File: src/rtl/prog_delay_line.sv
// Programmable delay line: MAX_DEPTH-stage {valid,data} shift register with a runtime-selected output tap.
// Latency: delay_cur enabled cycles from data_in to data_out (delay_cur=1 acts as a single D flop).
// Backpressure: none; en=0 freezes every stage, and flush/delay_load drop in-flight samples.
module prog_delay_line #(
  parameter int DATA_WIDTH  = 8,
  parameter int MAX_DEPTH   = 8,
  parameter int RESET_DELAY = 1,
  localparam int DW         = $clog2(MAX_DEPTH + 1)
) (
  input  logic                  clk,
  input  logic                  rst_n,
  input  logic                  en,
  input  logic                  flush,
  input  logic                  delay_load,
  input  logic [DW-1:0]         delay_sel,
  input  logic                  valid_in,
  input  logic [DATA_WIDTH-1:0] data_in,
  output logic                  valid_out,
  output logic [DATA_WIDTH-1:0] data_out,
  output logic [DW-1:0]         delay_cur,
  output logic                  primed
);

  logic [MAX_DEPTH-1:0]  vld_q, vld_d;
  logic [DATA_WIDTH-1:0] dat_q [MAX_DEPTH];
  logic [DATA_WIDTH-1:0] dat_d [MAX_DEPTH];
  logic [DW-1:0]         delay_cur_q, delay_cur_d;
  logic [DW-1:0]         fill_cnt_q, fill_cnt_d;
  logic [DW-1:0]         sel_clamped;

  // Clamp the requested delay into the legal 1..MAX_DEPTH range.
  always_comb begin
    sel_clamped = delay_sel;
    if (delay_sel == '0) begin
      sel_clamped = DW'(1);
    end else if (delay_sel > DW'(MAX_DEPTH)) begin
      sel_clamped = DW'(MAX_DEPTH);
    end
  end

  // Next-state: flush/load drop in-flight samples, otherwise en shifts the line and advances the fill count.
  always_comb begin
    vld_d       = vld_q;
    dat_d       = dat_q;
    delay_cur_d = delay_cur_q;
    fill_cnt_d  = fill_cnt_q;
    if (flush || delay_load) begin
      // A load keeps stale data bits; only flush scrubs the payload as well.
      vld_d      = '0;
      fill_cnt_d = '0;
      if (flush) begin
        for (int i = 0; i < MAX_DEPTH; i++) begin
          dat_d[i] = '0;
        end
      end
      if (delay_load) begin
        delay_cur_d = sel_clamped;
      end
    end else if (en) begin
      vld_d[0] = valid_in;
      dat_d[0] = data_in;
      for (int i = 1; i < MAX_DEPTH; i++) begin
        vld_d[i] = vld_q[i-1];
        dat_d[i] = dat_q[i-1];
      end
      if (fill_cnt_q < delay_cur_q) begin
        fill_cnt_d = fill_cnt_q + DW'(1);
      end
    end
  end

  // State registers with synchronous active-low reset.
  always_ff @(posedge clk) begin
    if (!rst_n) begin
      vld_q <= '0;
      for (int i = 0; i < MAX_DEPTH; i++) begin
        dat_q[i] <= '0;
      end
      delay_cur_q <= DW'(RESET_DELAY);
      fill_cnt_q  <= '0;
    end else begin
      vld_q       <= vld_d;
      dat_q       <= dat_d;
      delay_cur_q <= delay_cur_d;
      fill_cnt_q  <= fill_cnt_d;
    end
  end

  // Output tap: select stage[delay_cur-1] straight from the registers.
  always_comb begin
    valid_out = 1'b0;
    data_out  = '0;
    for (int i = 0; i < MAX_DEPTH; i++) begin
      if (delay_cur_q == DW'(i + 1)) begin
        valid_out = vld_q[i];
        data_out  = dat_q[i];
      end
    end
  end

  assign delay_cur = delay_cur_q;
  assign primed    = (fill_cnt_q == delay_cur_q);

endmodule

File: config.mk
export PLATFORM = sky130hd
export DESIGN_NAME = prog_delay_line
export DESIGN_NICKNAME = d
export VERILOG_FILES = /design/src/rtl/prog_delay_line.sv
export SDC_FILE = /design/constraint.sdc
export NUM_CORES = 1
export LEC_CHECK = 0
export CAP_MARGIN = 0
export CORE_UTILIZATION = 30
export DETAILED_ROUTE_END_ITERATION = 10
export HOLD_SLACK_MARGIN = 0.06
export PLACE_DENSITY = 0.45
export SLEW_MARGIN = 20
export SYNTH_ARGS = -nofsm -noshare
export SYNTH_HDL_FRONTEND = slang
export SYNTH_SLANG_ARGS = --single-unit
File: constraint.sdc
create_clock -name clk -period 2.9 [get_ports clk]
set_input_delay 0.87 -clock clk [delete_from_list [all_inputs] [get_ports clk]]
set_output_delay 0.87 -clock clk [all_outputs]
set_load 0.02 [all_outputs]
==> results.json, run 1 <==
{
  "core_region_area_um2": 13300,
  "total_power_mw": 2.50,
  "syn_nets": 498,
  "required_ns": 2.03,
  "vias": 3395,
  "gp_congestion": 0.726,
  "die_w_um": 119,
  "path_cells": "buf_4 > mux2i_1 > a2111oi_0 > o21ai_0 > a31oi_1 > buf_2",
  "rrSetupSlack_ns": 0.67,
  "drt_first_pass_iters": 4,
  "wl_per_cell_um": 15.1,
  "ys_async_sr_fraction": 0,
  "clk_path_buf_depth": 2,
  "drv_cap": 0,
  "start_util": 0.309,
  "post-route-period-util": 0.961,
  "power_density_nw_per_um2": 506,
  "grt_start_max_net_pins": 73,
  "synth_warnings": 0,
  "final_util": 0.371,
  "htreeDepth": 3,
  "final_common_cell": "a21oi_1",
  "cpMaxStageDelayCell": "dfxtp_4",
  "portBuffers": 31,
  "dp.cells": 664,
  "whs_ns": 0.500,
  "numCtsBuffers": 9,
  "synth.cell_area_um2": 4110,
  "slew_headroom": 0.510,
  "hold_start": "vld_q[7]",
  "grt_overflow_total": 0,
  "min_to": "vld_q[7]",
  "grt_pass1_wl_um": 16700,
  "ys_ff_latch": 80,
  "cts_tree": "built",
  "fin_crit_ns": 2.79,
  "r2r_end": "fill_cnt_q[3]",
  "antenna_found_initial": 0,
  "drt_iter0_drc": 247,
  "power.leakage_nw": 1.65,
  "multi_input_area_um2": 2310,
  "synth-main-ff-cell": "dfxtp_1",
  "setup_ws_ns": 0.114,
  "crit_arrival_ns": 1.92,
  "fp-row-count": 42,
  "pre_cts_slack_ns": -0.0324,
  "status": "finished clean",
  "maxSlewViolCount": 0,
  "hold_violations": 0,
  "ir_drop_uv": 466,
  "crit_fanout": 9,
  "startpoint_type": "flip-flop",
  "design_area_um2": 4930,
  "fin_cells": 680,
  "viasPerCell": 4.99,
  "grt_usage": 0.151,
  "hp-class": "reg2reg",
  "cp_slowest_stage_delay_ns": 0.39,
  "insertion_delay_ns": 0.34,
  "nets": 522,
  "finalSetupViolCount": 0,
  "tns_ns": 0,
  "dieArea_um2": 14200,
  "postSynthAreaPerCell_um2": 8.66,
  "end_kind": "output pin",
  "nFillCells": 1381,
  "antennaDiodeCount": 0,
  "fmax_mhz": 359,
  "dp_hpwl_um": 6820,
  "tightest_slew_ns": 0.735,
  "io_pins": 32,
  "layout-drive-gt1-share": 0.133,
  "yosysSeqAreaShare": 0.390,
  "clk_pin_slew_ns": 0.06,
  "rr_worst_depth": 8,
  "regArea_um2": 1610,
  "grt_setup_unrepaired": "no",
  "wirelength_um": 10300,
  "clkSinkCount": 80,
  "clockRootBuffer": "clkbuf_16",
  "drtAntennaViolNets": 0,
  "r2r-start": "delay_cur[1]",
  "synth_edf_count": 0,
  "area_delta_synth_final_pct": 20.0,
  "clock_skew_ns": 0.00505,
  "placed_area_um2": 4670,
  "layout_common_cells": "87 x a21oi_1, 78 x dfxtp_1, 69 x nor2b_1",
  "crit_start": "delay_cur[1]",
  "ys_types": 34,
  "die_h_um": 119,
  "drc_errors": 0,
  "critical_path_class": "reg2out",
  "grt_pass1_vias": 3186,
  "hold_path_depth": 2,
  "synth_cells": 475
}
[critical path, delay by kind of cell, from the launching register on]
| family | cells | cell delay (ns) |
|---|---|---|
| compound gates | 3 | 0.71 |
| flops | 1 | 0.39 |
| buf+inv | 2 | 0.36 |
| mux | 1 | 0.11 |
[per-layer routing]
| layer | global-route usage | up-vias | part of all wire |
|---|---|---|---|
| met5 | 0 | - | 0 |
| met4 | 0.0514 | 0 | 0.013 |
| met3 | 0.0465 | 12 | 0.036 |
| met2 | 0.231 | 47 | 0.45 |
| met1 | 0.200 | 1597 | 0.50 |
| li1 | - | 1739 | - |
[worst max path at each step]
| stage | to | slack [ns] | cells past startpoint |
|---|---|---|---|
| after global routing | data_out[5] | 0.01 | 5 |
| after detailed placement | data_out[4] | -0.03 | 5 |
| after CTS | data_out[4] | -0.01 | 5 |
| final | valid_out | 0.11 | 6 |
| after global placement | data_out[5] | -0.08 | 5 |
| after floorplan | data_out[4] | 0.33 | 5 |
[power breakdown]
group	internal, mW	leakage (nW)	switching, mW
registers	1.11	0.646	0.0103
clock network	0.663	0.140	0.442
logic	0.121	0.863	0.154
[sequential cells by signal, summed over array words and instances, names as in the netlist]
signal,flops
fill_cnt_q,4
delay_cur,4
dat_q,64
vld_q,8
[logic make-up after synthesis]
logic type / share of synthesized area
and+or+nand+nor: 0.271
AOI/OAI and AO/OA: 0.210
DFF: 0.390
buffers and inverters: 0.0560
muxes: 0.0575
adders and majority gates: 0.0152
[synth_stat cells (4+ instances only)]
cell type	number	area, um^2
mux2i_1	18	180
dfxtp_1	80	1600
a2111oi_0	4	35.0
o22a_1	5	43.8
nor2b_1	69	432
a21oi_1	87	435
o211ai_1	4	30.0
a31oi_1	4	25.0
mux2_2	5	56.3
nand3_1	5	25.0
inv_1	5	18.8
o21ai_0	7	35.0
buf_2	22	110
a22o_1	5	43.8
ha_1	5	62.6
nand2_1	9	33.8
nor3b_1	65	488
o22ai_1	11	68.8
clkbuf_1	17	63.8
a2bb2oi_1	5	43.8
o21a_1	5	37.5
nand2b_1	4	25.0
nor2_1	13	48.8
a211o_1	4	35.0
[cell type report]
type | count | share of cell area
flip-flops and latches | 80 | 0.326
well taps | 176 | 0.0446
inverters | 5 | 0.00380
multi-input cells | 345 | 0.468
repair buffers | 58 | 0.101
clock inverters | 4 | 0.00913
clock buffers | 12 | 0.0479
[what timing repair did]
item	4_1_cts	5_1_grt
gates resized for setup	27	17
setup buffers	0	0
hold buffers	0	0
setup endpoints to repair	10	9
(Power assumes the default switching activity.)
==> run 2, diff against run 1 <==
ABC_CLOCK_PERIOD_IN_PS = 3400   (was unset)
SLEW_MARGIN = unset   (was 20)
clock period = 3.4 ns   (was 2.9 ns; I/O delays follow)
==> run 2 against run 1 <==
Compared with the run above: cell count down 0.74%; sequential power down 15%; routed wire length down 1.2%; register-to-register slack better by 0.68 ns; combinational power down 18%; power down 12%; die area unchanged; setup slack worse by 0.019 ns; non-clock buffer count down 5; largest cell class unchanged; highest routed layer unchanged.
==> results.json, run 2 (synthesis results as in run 1) <==
{
  "tightest_slew_ns": 0.760,
  "clk_pin_slew_ns": 0.06,
  "worstSetupEndpoint": "data_out[3]",
  "ir_drop_uv": 202,
  "power.leakage_nw": 1.70,
  "r2r_end": "fill_cnt_q[3]",
  "nets": 517,
  "crit_fanout": 14,
  "fmax_mhz": 303,
  "layout_common_cells": "87 x a21oi_1, 76 x dfxtp_1, 68 x nor2b_1",
  "final_util": 0.372,
  "area_delta_synth_final_pct": 20.3,
  "antennaDiodeCount": 0,
  "insertion_delay_ns": 0.34,
  "setup_ws_ns": 0.0956,
  "startpoint_type": "flip-flop",
  "whs_ns": 0.508,
  "largest_reg_flops": 64,
  "vias": 3384,
  "maxSlewViolCount": 0,
  "slew_headroom": 0.493,
  "final_common_cell": "a21oi_1",
  "clkSinkCount": 80,
  "ctsHoldBuffers": 0,
  "drc_errors": 0,
  "top_register": "dat_q",
  "hp-class": "reg2reg",
  "rr_worst_depth": 6,
  "drtAntennaViolNets": 0,
  "grt_usage": 0.148,
  "regArea_um2": 1610,
  "die_h_um": 119,
  "multi_input_area_um2": 2290,
  "met1_usage": 0.202,
  "design_area_um2": 4940,
  "critical_path_class": "reg2out",
  "grt_start_max_net_pins": 129,
  "fp-row-count": 42,
  "required_ns": 2.38,
  "placed_area_um2": 4570,
  "status": "finished clean",
  "crit_start": "delay_cur[0]",
  "drv_cap": 0,
  "grt_pass1_vias": 3110,
  "viasPerCell": 5.01,
  "pre_cts_slack_ns": 0.135,
  "grt_overflow_total": 0,
  "dp_hpwl_um": 6390,
  "use_met3": 0.0302,
  "fin_crit_ns": 3.30,
  "clk_path_buf_depth": 2,
  "hold_violations": 0,
  "rrSetupSlack_ns": 1.35,
  "htreeDepth": 3,
  "layout-drive-gt1-share": 0.106,
  "io_pins": 32,
  "grt_use_met2": 0.227,
  "crit_arrival_ns": 2.28,
  "clockRootBuffer": "clkbuf_16",
  "power_density_nw_per_um2": 445,
  "cts_tree": "built",
  "post-route-period-util": 0.972,
  "portBuffers": 31,
  "die_w_um": 119,
  "numCtsBuffers": 9,
  "tns_ns": 0,
  "nFillCells": 1395,
  "antenna_found_initial": 0,
  "grt_setup_unrepaired": "no",
  "reg_top3": "dat_q (64), vld_q (8)",
  "gp_congestion": 0.695,
  "wl_per_cell_um": 15.0,
  "grt.busiest_layer": "met2",
  "wirelength_um": 10100,
  "r2r-start": "delay_cur[1]",
  "clock_skew_ns": 0.00410,
  "start_util": 0.309,
  "drt_iter0_drc": 148,
  "dieArea_um2": 14200,
  "core_region_area_um2": 13300,
  "drt_first_pass_iters": 4,
  "finalSetupViolCount": 0,
  "grt_pass1_wl_um": 16500,
  "end_kind": "output pin"
}
[run 2: power breakdown]
group,switching [mW],internal [mW]
clock network,0.371,0.648
logic,0.125,0.101
registers,0.0131,0.943
[run 2: critical path, cell delays in order (launching register included)]
cell	delay, ns
dfxtp_4	0.40
buf_4	0.16
nor3b_2	0.19
buf_4	0.18
a21oi_1	0.05
o22a_1	0.17
a21oi_1	0.16
clkdlybuf4s50_1	0.63
[run 2: what timing repair did]
item | 4_1_cts | 5_1_grt
setup endpoints to repair | 9 | 5
gates resized for setup | 11 | 7
buffers inserted | 0 | 4
[run 2: metal layers]
metal	part of all wire	vias to the layer above
met1	0.51	1609
met2	0.45	29
met3	0.022	10
li1	-	1736
met4	0.013	0
met5	0	-
[run 2: through the flow]
stage               power [mW]  cells
floorplan                 1.12    475
global placement          1.20    655
detailed placement        1.21    655
CTS                       2.24    671
global route              2.30    675
finish                    2.20    675
[run 2: area by class of cell]
cell class | instances | share of cell area
clock buffers | 14 | 0.0574
flip-flops and latches | 80 | 0.326
repair buffers | 53 | 0.0977
inverters | 5 | 0.00380
well taps | 176 | 0.0445
multi-input cells | 345 | 0.464
clock inverters | 2 | 0.00709
[run 2: worst min path at each step]
| stage | depth (start not counted) | from | to | slack [ns] |
|---|---|---|---|---|
| global route | 2 | fill_cnt_q[3] | fill_cnt_q[3] | 0.52 |
| global placement | 2 | fill_cnt_q[3] | fill_cnt_q[3] | 0.48 |
| CTS | 2 | fill_cnt_q[3] | fill_cnt_q[3] | 0.50 |
| finish | 2 | fill_cnt_q[3] | fill_cnt_q[3] | 0.51 |
| detailed placement | 2 | fill_cnt_q[3] | fill_cnt_q[3] | 0.49 |
| floorplan | 2 | fill_cnt_q[3] | fill_cnt_q[3] | 0.46 |
